$ cat src/rtl/vram_pkg.sv
// ---------------------------------------------------------------------------
// vram_pkg
// Shared definitions for the ZBT frame store: raster geometry defaults,
// camera (RGB666) and display (RGB888) pixel types, the frame-store address
// packing used by both the capture-side writer and the display-side reader,
// and the 6-to-8 bit colour expansion.
// ---------------------------------------------------------------------------
package vram_pkg;

  localparam int H_TOTAL  = 1344;  // raster columns per line, multiple of 4
  localparam int V_TOTAL  = 806;   // raster lines per frame
  localparam int H_ACTIVE = 1024;  // visible columns
  localparam int V_ACTIVE = 768;   // visible lines

  typedef struct packed {
    logic [5:0] r;
    logic [5:0] g;
    logic [5:0] b;
  } rgb666_t;

  typedef struct packed {
    logic [7:0] r;
    logic [7:0] g;
    logic [7:0] b;
  } rgb888_t;

  // Frame-store address: camera row y, field f, word x within the row.
  function automatic logic [18:0] vram_pack_addr(input logic [8:0] y,
                                                 input logic       f,
                                                 input logic [7:0] x);
    return {1'b0, y, f, x};
  endfunction

  // Replicate the top bits so full-scale 6-bit maps to full-scale 8-bit.
  function automatic rgb888_t expand_666(input rgb666_t c);
    rgb888_t o;
    o.r = {c.r, c.r[5:4]};
    o.g = {c.g, c.g[5:4]};
    o.b = {c.b, c.b[5:4]};
    return o;
  endfunction

endpackage

$ cat src/rtl/vram_addr_gen.sv
// ---------------------------------------------------------------------------
// vram_addr_gen
// Forecasts the ZBT read address one word ahead of the raster. On every
// column with hcount[1:0]==0 the address of the next word is registered:
// the following word of the current line, or word 0 of the next line (with
// frame wrap) at the last fetch slot of the line.
//
// Ports
//   clk        in   pixel clock
//   rst_n      in   asynchronous active-low reset
//   hcount     in   raster column
//   vcount     in   raster line
//   vram_addr  out  registered ZBT read address (resets to 0)
// ---------------------------------------------------------------------------
module vram_addr_gen
  import vram_pkg::*;
(
  input  logic        clk,
  input  logic        rst_n,
  input  logic [10:0] hcount,
  input  logic [9:0]  vcount,
  output logic [18:0] vram_addr
);

  logic        last_fetch;
  logic [9:0]  line_nxt;
  logic [9:0]  line_sel;
  logic [7:0]  word_sel;
  logic [18:0] addr_nxt;

  always_comb begin
    last_fetch = (hcount == 11'(H_TOTAL - 4));
    line_nxt   = (vcount == 10'(V_TOTAL - 1)) ? 10'd0 : vcount + 10'd1;
    line_sel   = vcount;
    // 8-bit word index wraps past x=255; those words are fetched but the
    // columns that use them are blanked.
    word_sel   = hcount[9:2] + 8'd1;
    if (last_fetch) begin
      line_sel = line_nxt;
      word_sel = 8'd0;
    end
    addr_nxt = vram_pack_addr(line_sel[9:1], line_sel[0], word_sel);
  end

  always_ff @(posedge clk or negedge rst_n) begin
    if (!rst_n) begin
      vram_addr <= 19'd0;
    end else if (hcount[1:0] == 2'b00) begin
      vram_addr <= addr_nxt;
    end
  end

endmodule

$ cat src/rtl/vram_rgb_fetch.sv
// ---------------------------------------------------------------------------
// vram_rgb_fetch
// Display-side reader of the ZBT frame store. Issues read addresses ahead of
// the XGA raster, captures each 36-bit word after the 2-cycle ZBT latency and
// shows its two RGB666 pixels (left = [35:18], right = [17:0]) each twice
// horizontally, expanded to RGB888.
//
// The 4-column fetch/capture cycle is decoded directly from hcount[1:0]:
//   00  address of the next word is registered
//   11  read data for the current word group is captured into cur_word
//
// Optional feature: define VRAM_TEST_PATTERN_EN to enable 8 vertical colour
// bars (selected by test_en) in place of frame-store data. Fetching and
// latency are unaffected; blanking still forces black.
//
// Ports
//   clk             in   pixel clock (65 MHz)
//   rst_n           in   asynchronous active-low reset
//   hcount          in   raster column
//   vcount          in   raster line
//   blank           in   raster blanking, aligned with hcount
//   test_en         in   colour-bar select (VRAM_TEST_PATTERN_EN only)
//   vram_read_data  in   ZBT read data, valid 2 clk after the address
//   vram_addr       out  registered ZBT read address
//   pixel           out  {R8,G8,B8}, registered, 1 clk after hcount
//   blank_out       out  blank delayed to align with pixel
// ---------------------------------------------------------------------------
module vram_rgb_fetch
  import vram_pkg::*;
(
  input  logic        clk,
  input  logic        rst_n,
  input  logic [10:0] hcount,
  input  logic [9:0]  vcount,
  input  logic        blank,
  input  logic        test_en,
  input  logic [35:0] vram_read_data,
  output logic [18:0] vram_addr,
  output logic [23:0] pixel,
  output logic        blank_out
);

  logic [35:0] cur_word;
  rgb666_t     cam_px;
  rgb888_t     src_px;

  vram_addr_gen u_addr_gen (
    .clk       (clk),
    .rst_n     (rst_n),
    .hcount    (hcount),
    .vcount    (vcount),
    .vram_addr (vram_addr)
  );

  // Data requested at phase 00 is on the bus during phase 11; holding it in
  // cur_word covers the next four columns.
  always_ff @(posedge clk or negedge rst_n) begin
    if (!rst_n) begin
      cur_word <= 36'd0;
    end else if (hcount[1:0] == 2'b11) begin
      cur_word <= vram_read_data;
    end
  end

`ifdef VRAM_TEST_PATTERN_EN
  rgb888_t bar_px;

  always_comb begin
    case (hcount[9:7])
      3'd0:    bar_px = 24'hFFFFFF;  // white
      3'd1:    bar_px = 24'hFFFF00;  // yellow
      3'd2:    bar_px = 24'h00FFFF;  // cyan
      3'd3:    bar_px = 24'h00FF00;  // green
      3'd4:    bar_px = 24'hFF00FF;  // magenta
      3'd5:    bar_px = 24'hFF0000;  // red
      3'd6:    bar_px = 24'h0000FF;  // blue
      default: bar_px = 24'h000000;  // black
    endcase
  end
`else
  logic unused_test_en;
  assign unused_test_en = test_en;
`endif

  always_comb begin
    cam_px = hcount[1] ? rgb666_t'(cur_word[17:0]) : rgb666_t'(cur_word[35:18]);
    src_px = expand_666(cam_px);
`ifdef VRAM_TEST_PATTERN_EN
    if (test_en) begin
      src_px = bar_px;
    end
`endif
  end

  always_ff @(posedge clk or negedge rst_n) begin
    if (!rst_n) begin
      pixel     <= 24'd0;
      blank_out <= 1'b1;
    end else begin
      pixel     <= blank ? 24'd0 : src_px;
      blank_out <= blank;
    end
  end

endmodule
$ cat config.mk
export PLATFORM = sky130hd
export DESIGN_NAME = vram_rgb_fetch
export DESIGN_NICKNAME = d
export VERILOG_FILES = /design/src/rtl/vram_pkg.sv /design/src/rtl/vram_addr_gen.sv /design/src/rtl/vram_rgb_fetch.sv
export SDC_FILE = /design/constraint.sdc
export NUM_CORES = 1
export LEC_CHECK = 0
export BUFFER_PORTS_ARGS = -buffer_cell sky130_fd_sc_hd__buf_2
export CAP_MARGIN = 15
export CORE_ASPECT_RATIO = 1.1
export CORE_UTILIZATION = 46
export DETAILED_ROUTE_END_ITERATION = 6
export PLACE_DENSITY = 0.76
export SETUP_SLACK_MARGIN = 0.02
export SLEW_MARGIN = 10
export SYNTH_ARGS = -nofsm -noshare
export SYNTH_HDL_FRONTEND = slang
export SYNTH_HIERARCHICAL = 1
export SYNTH_SLANG_ARGS = --single-unit
export TNS_END_PERCENT = 10
$ cat constraint.sdc
create_clock -name clk -period 0.8 [get_ports clk]
set_input_delay 0.2 -clock clk [delete_from_list [all_inputs] [get_ports clk]]
set_output_delay 0.2 -clock clk [all_outputs]
set_load 0.05 [all_outputs]
==> impl_metrics.tcl, run 1 <==
set metrics [dict create \
    cts_tree "yes" \
    final_nets 476 \
    crit_chain "buf_6 > or4b_4 > nor4_4 > buf_4 > o211ai_1 > a22o_1" \
    core.rowCount 32 \
    p_leak_nw 2.50 \
    yosys_warnings 6 \
    viasPerCell 5.05 \
    synth-async-reset-ratio_pct 100 \
    place_inst 481 \
    design_area_um2 5060 \
    io-pin-count 105 \
    path_clk_slew_ns 0.08 \
    clock_latency_ns 0.33 \
    syn-num-nets 329 \
    synth_area_um2 3390 \
    violations "design-rule violations, negative setup slack" \
    syn_to_final_growth_pct 49.2 \
    drtIter0Drc 102 \
    hold_path_class "in2reg" \
    cts_buffers 9 \
    num_vias 2534 \
    start_util_pct 47.9 \
    synth_cell_types 44 \
    clkSinkCount 73 \
    dieArea_um2 7720 \
    r2r_start "u_addr_gen/vram_addr[17]$_DFFE_PN0P_" \
    dieWidth_um 83.9 \
    cp_top_family "simple AND/OR/NAND/NOR gates" \
    total_power_w 0.0111 \
    netlist_instances 265 \
    yosysMostFrequentCell "dfrtp_1" \
    htreeDepth 3 \
    synth_top_area_share_pct 53.1 \
    grt_use_total_pct 21.6 \
    dr.pass1.iters 6 \
    grt_max_degree 25 \
    crit_buf_inv 2 \
    root_buffer "clkbuf_8" \
    synth-edff-count 0 \
    postLayoutSetupSlackWorst_ns -0.416 \
    yosysTopAreaCell "dfrtp_1" \
    cp-end-kind "flip-flop" \
    avgRoutedWirePerCell_um 15.9 \
    layout.cells.non_filler 502 \
    n_antenna_cell 0 \
    layout-drive-gt1-share_pct 55.2 \
    placed_cell_area_um2 4350 \
    worstSetupStartpoint "vcount[3]" \
    die_h_um 92.1 \
    crit_required_ns 1.01 \
    finalMaxSlewViolations 0 \
    place_congestion 0.900 \
    syn_avg_cell_area_um2 12.8 \
    rsz0062_at_grt "true" \
    grt_first_pass_wirelength_mm 12.8 \
    io_buffer_count 102 \
    overflow 0 \
    path_max_fanout 6 \
    cpMaxStageDelayCell "or4b_4" \
    ys.flop_type "dfrtp_1" \
    cp.arrival_ns 1.43 \
    slowest_delay_ns 0.54 \
    ant_nets 0 \
    antenna_found_initial 1 \
    ys_seq_area_share_pct 53.9 \
    path_class "in2reg" \
    start_kind "primary input" \
    regToRegEndpoint "u_addr_gen/vram_addr[17]$_DFFE_PN0P_" \
    route.detailed.drc 20 \
    fp.coreArea_um2 7090 \
    synthTopCellsByCount "dfrtp_1, mux2_4, nor2_1, nand2_1, mux2i_1" \
    grt_pass1_vias 2658 \
    r2r_cells 2 \
    power_density_nw_per_um2 2180 \
    finalCritPeriodShare_pct 152 \
    vdd_drop_max_mv 1.22 \
    setup_violations 59 \
    status "finished with violations" \
    holdWs_ns 0.0915 \
    cap_violations 0 \
    min_period_ns 1.22 \
    hold_violations 0 \
    clock_skew_ns 0.0116 \
    clk_path_buf_depth 2 \
    wl_mm 7.99 \
    reg2reg_slack_ns 0.01 \
    ys_seq_elements 73 \
    dp_hpwl_mm 5.46 \
    synthTopCellsByArea "dfrtp_1, mux2_4, mux2i_1" \
    timing.fmax_mhz 822 \
    endpoint "u_addr_gen/vram_addr[10]$_DFFE_PN0P_" \
    finish.utilization_pct 71.4 \
    crit_cells 6 \
]
state kept, by name, indices dropped and copies added, names as in the netlist:
register / count
blank_out: 1
cur_word: 36
pixel: 18
u_addr_gen/vram_addr: 18
layout by cell type, fill, tap and decap left out, types with 8 or more instances in the layout:
| cell type | instances |
|---|---|
| buf_12 | 8 |
| dfrtp_1 | 72 |
| nand2_1 | 21 |
| nor2_1 | 27 |
| mux2i_1 | 17 |
| buf_4 | 38 |
| buf_6 | 53 |
| buf_2 | 50 |
| o21ai_1 | 10 |
| clkbuf_8 | 9 |
| mux2_4 | 32 |
power by group:
part           leakage (nW)  internal [W]  switching, W
sequential            0.883       0.00418      0.000332
combinational          1.50       0.00142       0.00166
clock                 0.117       0.00209       0.00136
cells by family (layout without fill, tap and decap cells):
family | Yosys count | in the layout | share of synthesized area, %
fa+ha+maj | 3 | 3 | 1.11
other cells | 1 | 1 | 0.111
simple gates | 78 | 78 | 12.7
flops | 73 | 73 | 53.9
compound gates | 26 | 26 | 4.80
xor+xnor | 10 | 10 | 2.58
mux | 54 | 54 | 20.6
buf+inv | 20 | 172 | 4.20
worst register-to-register path, stage by stage, from the launching register on:
cell	delay, ns
dfrtp_1	0.41
nor2_1	0.18
a211oi_2	0.07
routing by layer:
metal  up-vias  global-route usage [%]  routed length (um)
met2        97                    38.1                4140
met5         -                       0                   0
met3        14                    4.68                 454
met1      1214                    25.6                3250
li1       1209                       -                   -
met4         0                    8.48                 144
metrics by stage:
| stage | TNS, ns | setup WS, ns |
|---|---|---|
| 3_5_place_dp | -30.78 | -0.895 |
| 4_1_cts | -16.74 | -0.417 |
| 5_1_grt | -18.67 | -0.464 |
| 6_report | -16.61 | -0.416 |
| 3_3_place_gp | -29.71 | -0.870 |
| 2_1_floorplan | -17.74 | -0.651 |
layout make-up:
class,instances,area (um^2)
clock buffers,10,128
clock inverters,6,115
fillers,498,2030
inverters,1,3.75
multi-input cells,172,1500
flip-flops and latches,73,1830
well taps,85,106
repair buffers,155,1380
repair_timing:
action	4_1_cts	5_1_grt
hold buffers	1	0
pin swaps	19	9
resized for setup	118	18
endpoints found under the hold margin	34	0
buffers inserted	2	2
gates cloned	0	0
setup endpoints to repair	93	80
how the worst min path moves through the flow:
| stage | start | end | slack [ns] | depth (start not counted) |
|---|---|---|---|---|
| finish | vram_read_data[20] | cur_word[20]$_DFFE_PN0N_ | 0.09 | 2 |
| global route | vram_read_data[20] | cur_word[20]$_DFFE_PN0N_ | 0.07 | 2 |
| CTS | vram_read_data[20] | cur_word[20]$_DFFE_PN0N_ | 0.08 | 2 |
| detailed placement | rst_n | pixel[18]$_DFF_PN0_ | 0.1 | 1 |
| global placement | rst_n | cur_word[12]$_DFFE_PN0N_ | 0.09 | 1 |
| floorplan | rst_n | cur_word[0]$_DFFE_PN0N_ | -0.1 | 0 |
Power figures use the tool's default switching activity.
==> run 2: changes to the inputs <==
--- a/config.mk
+++ b/config.mk
@@ -5,12 +5,13 @@
 export SDC_FILE = /design/constraint.sdc
 export NUM_CORES = 1
 export LEC_CHECK = 0
+export ABC_AREA = 1
 export BUFFER_PORTS_ARGS = -buffer_cell sky130_fd_sc_hd__buf_2
 export CAP_MARGIN = 15
 export CORE_ASPECT_RATIO = 1.1
-export CORE_UTILIZATION = 46
+export CORE_UTILIZATION = 47
 export DETAILED_ROUTE_END_ITERATION = 6
-export PLACE_DENSITY = 0.76
+export PLACE_DENSITY = 0.77
 export SETUP_SLACK_MARGIN = 0.02
 export SLEW_MARGIN = 10
 export SYNTH_ARGS = -nofsm -noshare
==> impl_metrics.tcl, run 2 <==
set metrics [dict create \
    avgRoutedWirePerCell_um 12.5 \
    clock_skew_ns 0.0132 \
    clk_path_buf_depth 2 \
    ys.flop_type "dfrtp_1" \
    finalMaxSlewViolations 0 \
    reg2reg_slack_ns 0.09 \
    postLayoutSetupSlackWorst_ns -0.417 \
    hold_violations 0 \
    cp_top_family "flip-flops" \
    violations "design-rule violations, negative setup slack" \
    grt_max_degree 47 \
    worstSetupStartpoint "blank_out$_DFF_PN1_" \
    cts_buffers 9 \
    grt_busiest_layer "met2" \
    syn_to_final_growth_pct 39.6 \
    grt_first_pass_wirelength_mm 14.2 \
    regToRegEndpoint "u_addr_gen/vram_addr[1]$_DFFE_PN0P_" \
    syn_avg_cell_area_um2 7.97 \
    dieWidth_um 84.9 \
    crit_buf_inv 1 \
    globalRouteMet2Util_pct 39.0 \
    reg_top3 "cur_word: 36 flops, pixel: 18 flops, u_addr_gen/vram_addr: 18 flops" \
    r2r_cells 1 \
    finish.utilization_pct 69.3 \
    cp-end-kind "output pin" \
    dieArea_um2 7920 \
    grt_pass1_vias 3278 \
    status "finished with violations" \
    synth_top_area_share_pct 50.7 \
    endpoint "blank_out" \
    min_period_ns 1.22 \
    vdd_drop_max_mv 0.975 \
    antenna_found_initial 0 \
    hp-start "vram_read_data[0]" \
    p_leak_nw 2.71 \
    path_clk_slew_ns 0.08 \
    crit_required_ns 0.60 \
    crit_chain "buf_8" \
    cap_violations 0 \
    layout-drive-gt1-share_pct 30.8 \
    fp.coreArea_um2 7170 \
    yosysTopAreaCell "dfrtp_1" \
    route.detailed.drc 12 \
    root_buffer "clkbuf_8" \
    synth_cell_types 30 \
    dp_hpwl_mm 5.66 \
    place_congestion 0.871 \
    overflow 0 \
    cpMaxStageDelayCell "dfstp_2" \
    wl_mm 8.30 \
    ys_seq_area_share_pct 51.4 \
    htreeDepth 3 \
    finalCritPeriodShare_pct 152 \
    ant_nets 0 \
    met3_usage_pct 6.09 \
    holdWs_ns 0.0845 \
    synth-async-reset-ratio_pct 100 \
    fill_cells 558 \
    clock_latency_ns 0.34 \
    power_density_nw_per_um2 2130 \
    final_cell_mix "nand2_1, dfrtp_1, buf_2" \
    path_class "reg2out" \
    dr.pass1.iters 7 \
    largest_reg_flops 36 \
    syn-num-nets 510 \
    synthTopCellsByCount "nand2_1, dfrtp_1, nor2_1, nand3_1, inv_1" \
    start_util_pct 49.6 \
    setup_violations 56 \
    drtIter0Drc 177 \
    final_nets 636 \
    num_vias 3296 \
    crit_cells 1 \
    grt_use_total_pct 22.6 \
    path_max_fanout 1 \
    clkSinkCount 73 \
    io_buffer_count 102 \
    hold_path_class "in2reg" \
    slowest_delay_ns 0.54 \
    total_power_w 0.0106 \
    cts_tree "yes" \
    core.rowCount 32 \
    yosysMostFrequentCell "nand2_1" \
    die_h_um 93.2 \
    netlist_instances 446 \
    regMostFlops "cur_word" \
    grt.met1_usage_pct 27.9 \
    r2r_start "u_addr_gen/vram_addr[1]$_DFFE_PN0P_" \
    cp.arrival_ns 1.02 \
    timing.fmax_mhz 822 \
    start_kind "flip-flop" \
    rsz0062_at_grt "true" \
    yosys_warnings 6 \
    io-pin-count 105 \
    synthTopCellsByArea "dfrtp_1, nand2_1, nand3_1" \
    synth_area_um2 3560 \
    synth-edff-count 0 \
    layout_commonest_cell "nand2_1" \
    ys_seq_elements 73 \
    n_antenna_cell 0 \
    viasPerCell 4.98 \
]
## run 2: routing by layer
metal  part of all wire (%)  vias up
met5                      0        -
met4                   0.23        0
met3                    6.5        3
met2                     48      109
met1                     45     1556
li1                       -     1628
## run 2: cells by family after synthesis
group | count (synthesis) | synth area share, %
AOI/OAI and AO/OA | 20 | 3.20
DFF | 73 | 51.4
other | 1 | 0.105
buffers and inverters | 65 | 10.2
adders and majority gates | 3 | 1.06
and+or+nand+nor | 282 | 33.5
xor gates and xnor gates | 2 | 0.493
## run 2: where the power goes
part / internal (W) / switching, W
clock: 0.00216 / 0.00133
sequential: 0.00412 / 0.000265
combinational: 0.00102 / 0.00168
## run 2: cell type report
class,instances,area (um^2),area share (%)
Timing Repair Buffer,141,1200,24.1
Clock buffer,11,141,2.85
Multi-Input combinational cell,308,1440,29.0
Clock inverter,5,104,2.09
Sequential cell,73,1830,36.8
Inverter,39,149,3.00
Tap cell,85,106,2.14
## run 2: worst min path at each step
stage                          endpoint  slack (ns)  cells past startpoint
2_1_floorplan   cur_word[0]$_DFFE_PN0N_        -0.1                      0
3_3_place_gp   cur_word[19]$_DFFE_PN0N_        0.17                      2
3_5_place_dp         pixel[7]$_DFF_PN0_        0.18                      2
4_1_cts         cur_word[0]$_DFFE_PN0N_        0.07                      3
5_1_grt         cur_word[4]$_DFFE_PN0N_        0.09                      3
6_report        cur_word[0]$_DFFE_PN0N_        0.08                      3
## run 2: what timing repair did
item / CTS / global route
pin swaps: 4 / 9
resized for setup: 90 / 27
setup buffers: 0 / 0
hold buffers: 2 / 0
setup endpoints to repair: 108 / 96
endpoints found under the hold margin: 73 / 0
## run 2: stage by stage
stage	cell area (um^2)	setup slack (ns)	TNS (ns)	cells
6_report	4960	-0.417	-13.96	662
4_1_cts	4870	-0.431	-15.54	662
2_1_floorplan	3600	-0.339	-6.85	446
3_3_place_gp	4320	-0.581	-34.17	644
5_1_grt	4960	-0.452	-16.81	662
3_5_place_dp	4320	-0.614	-34.87	644
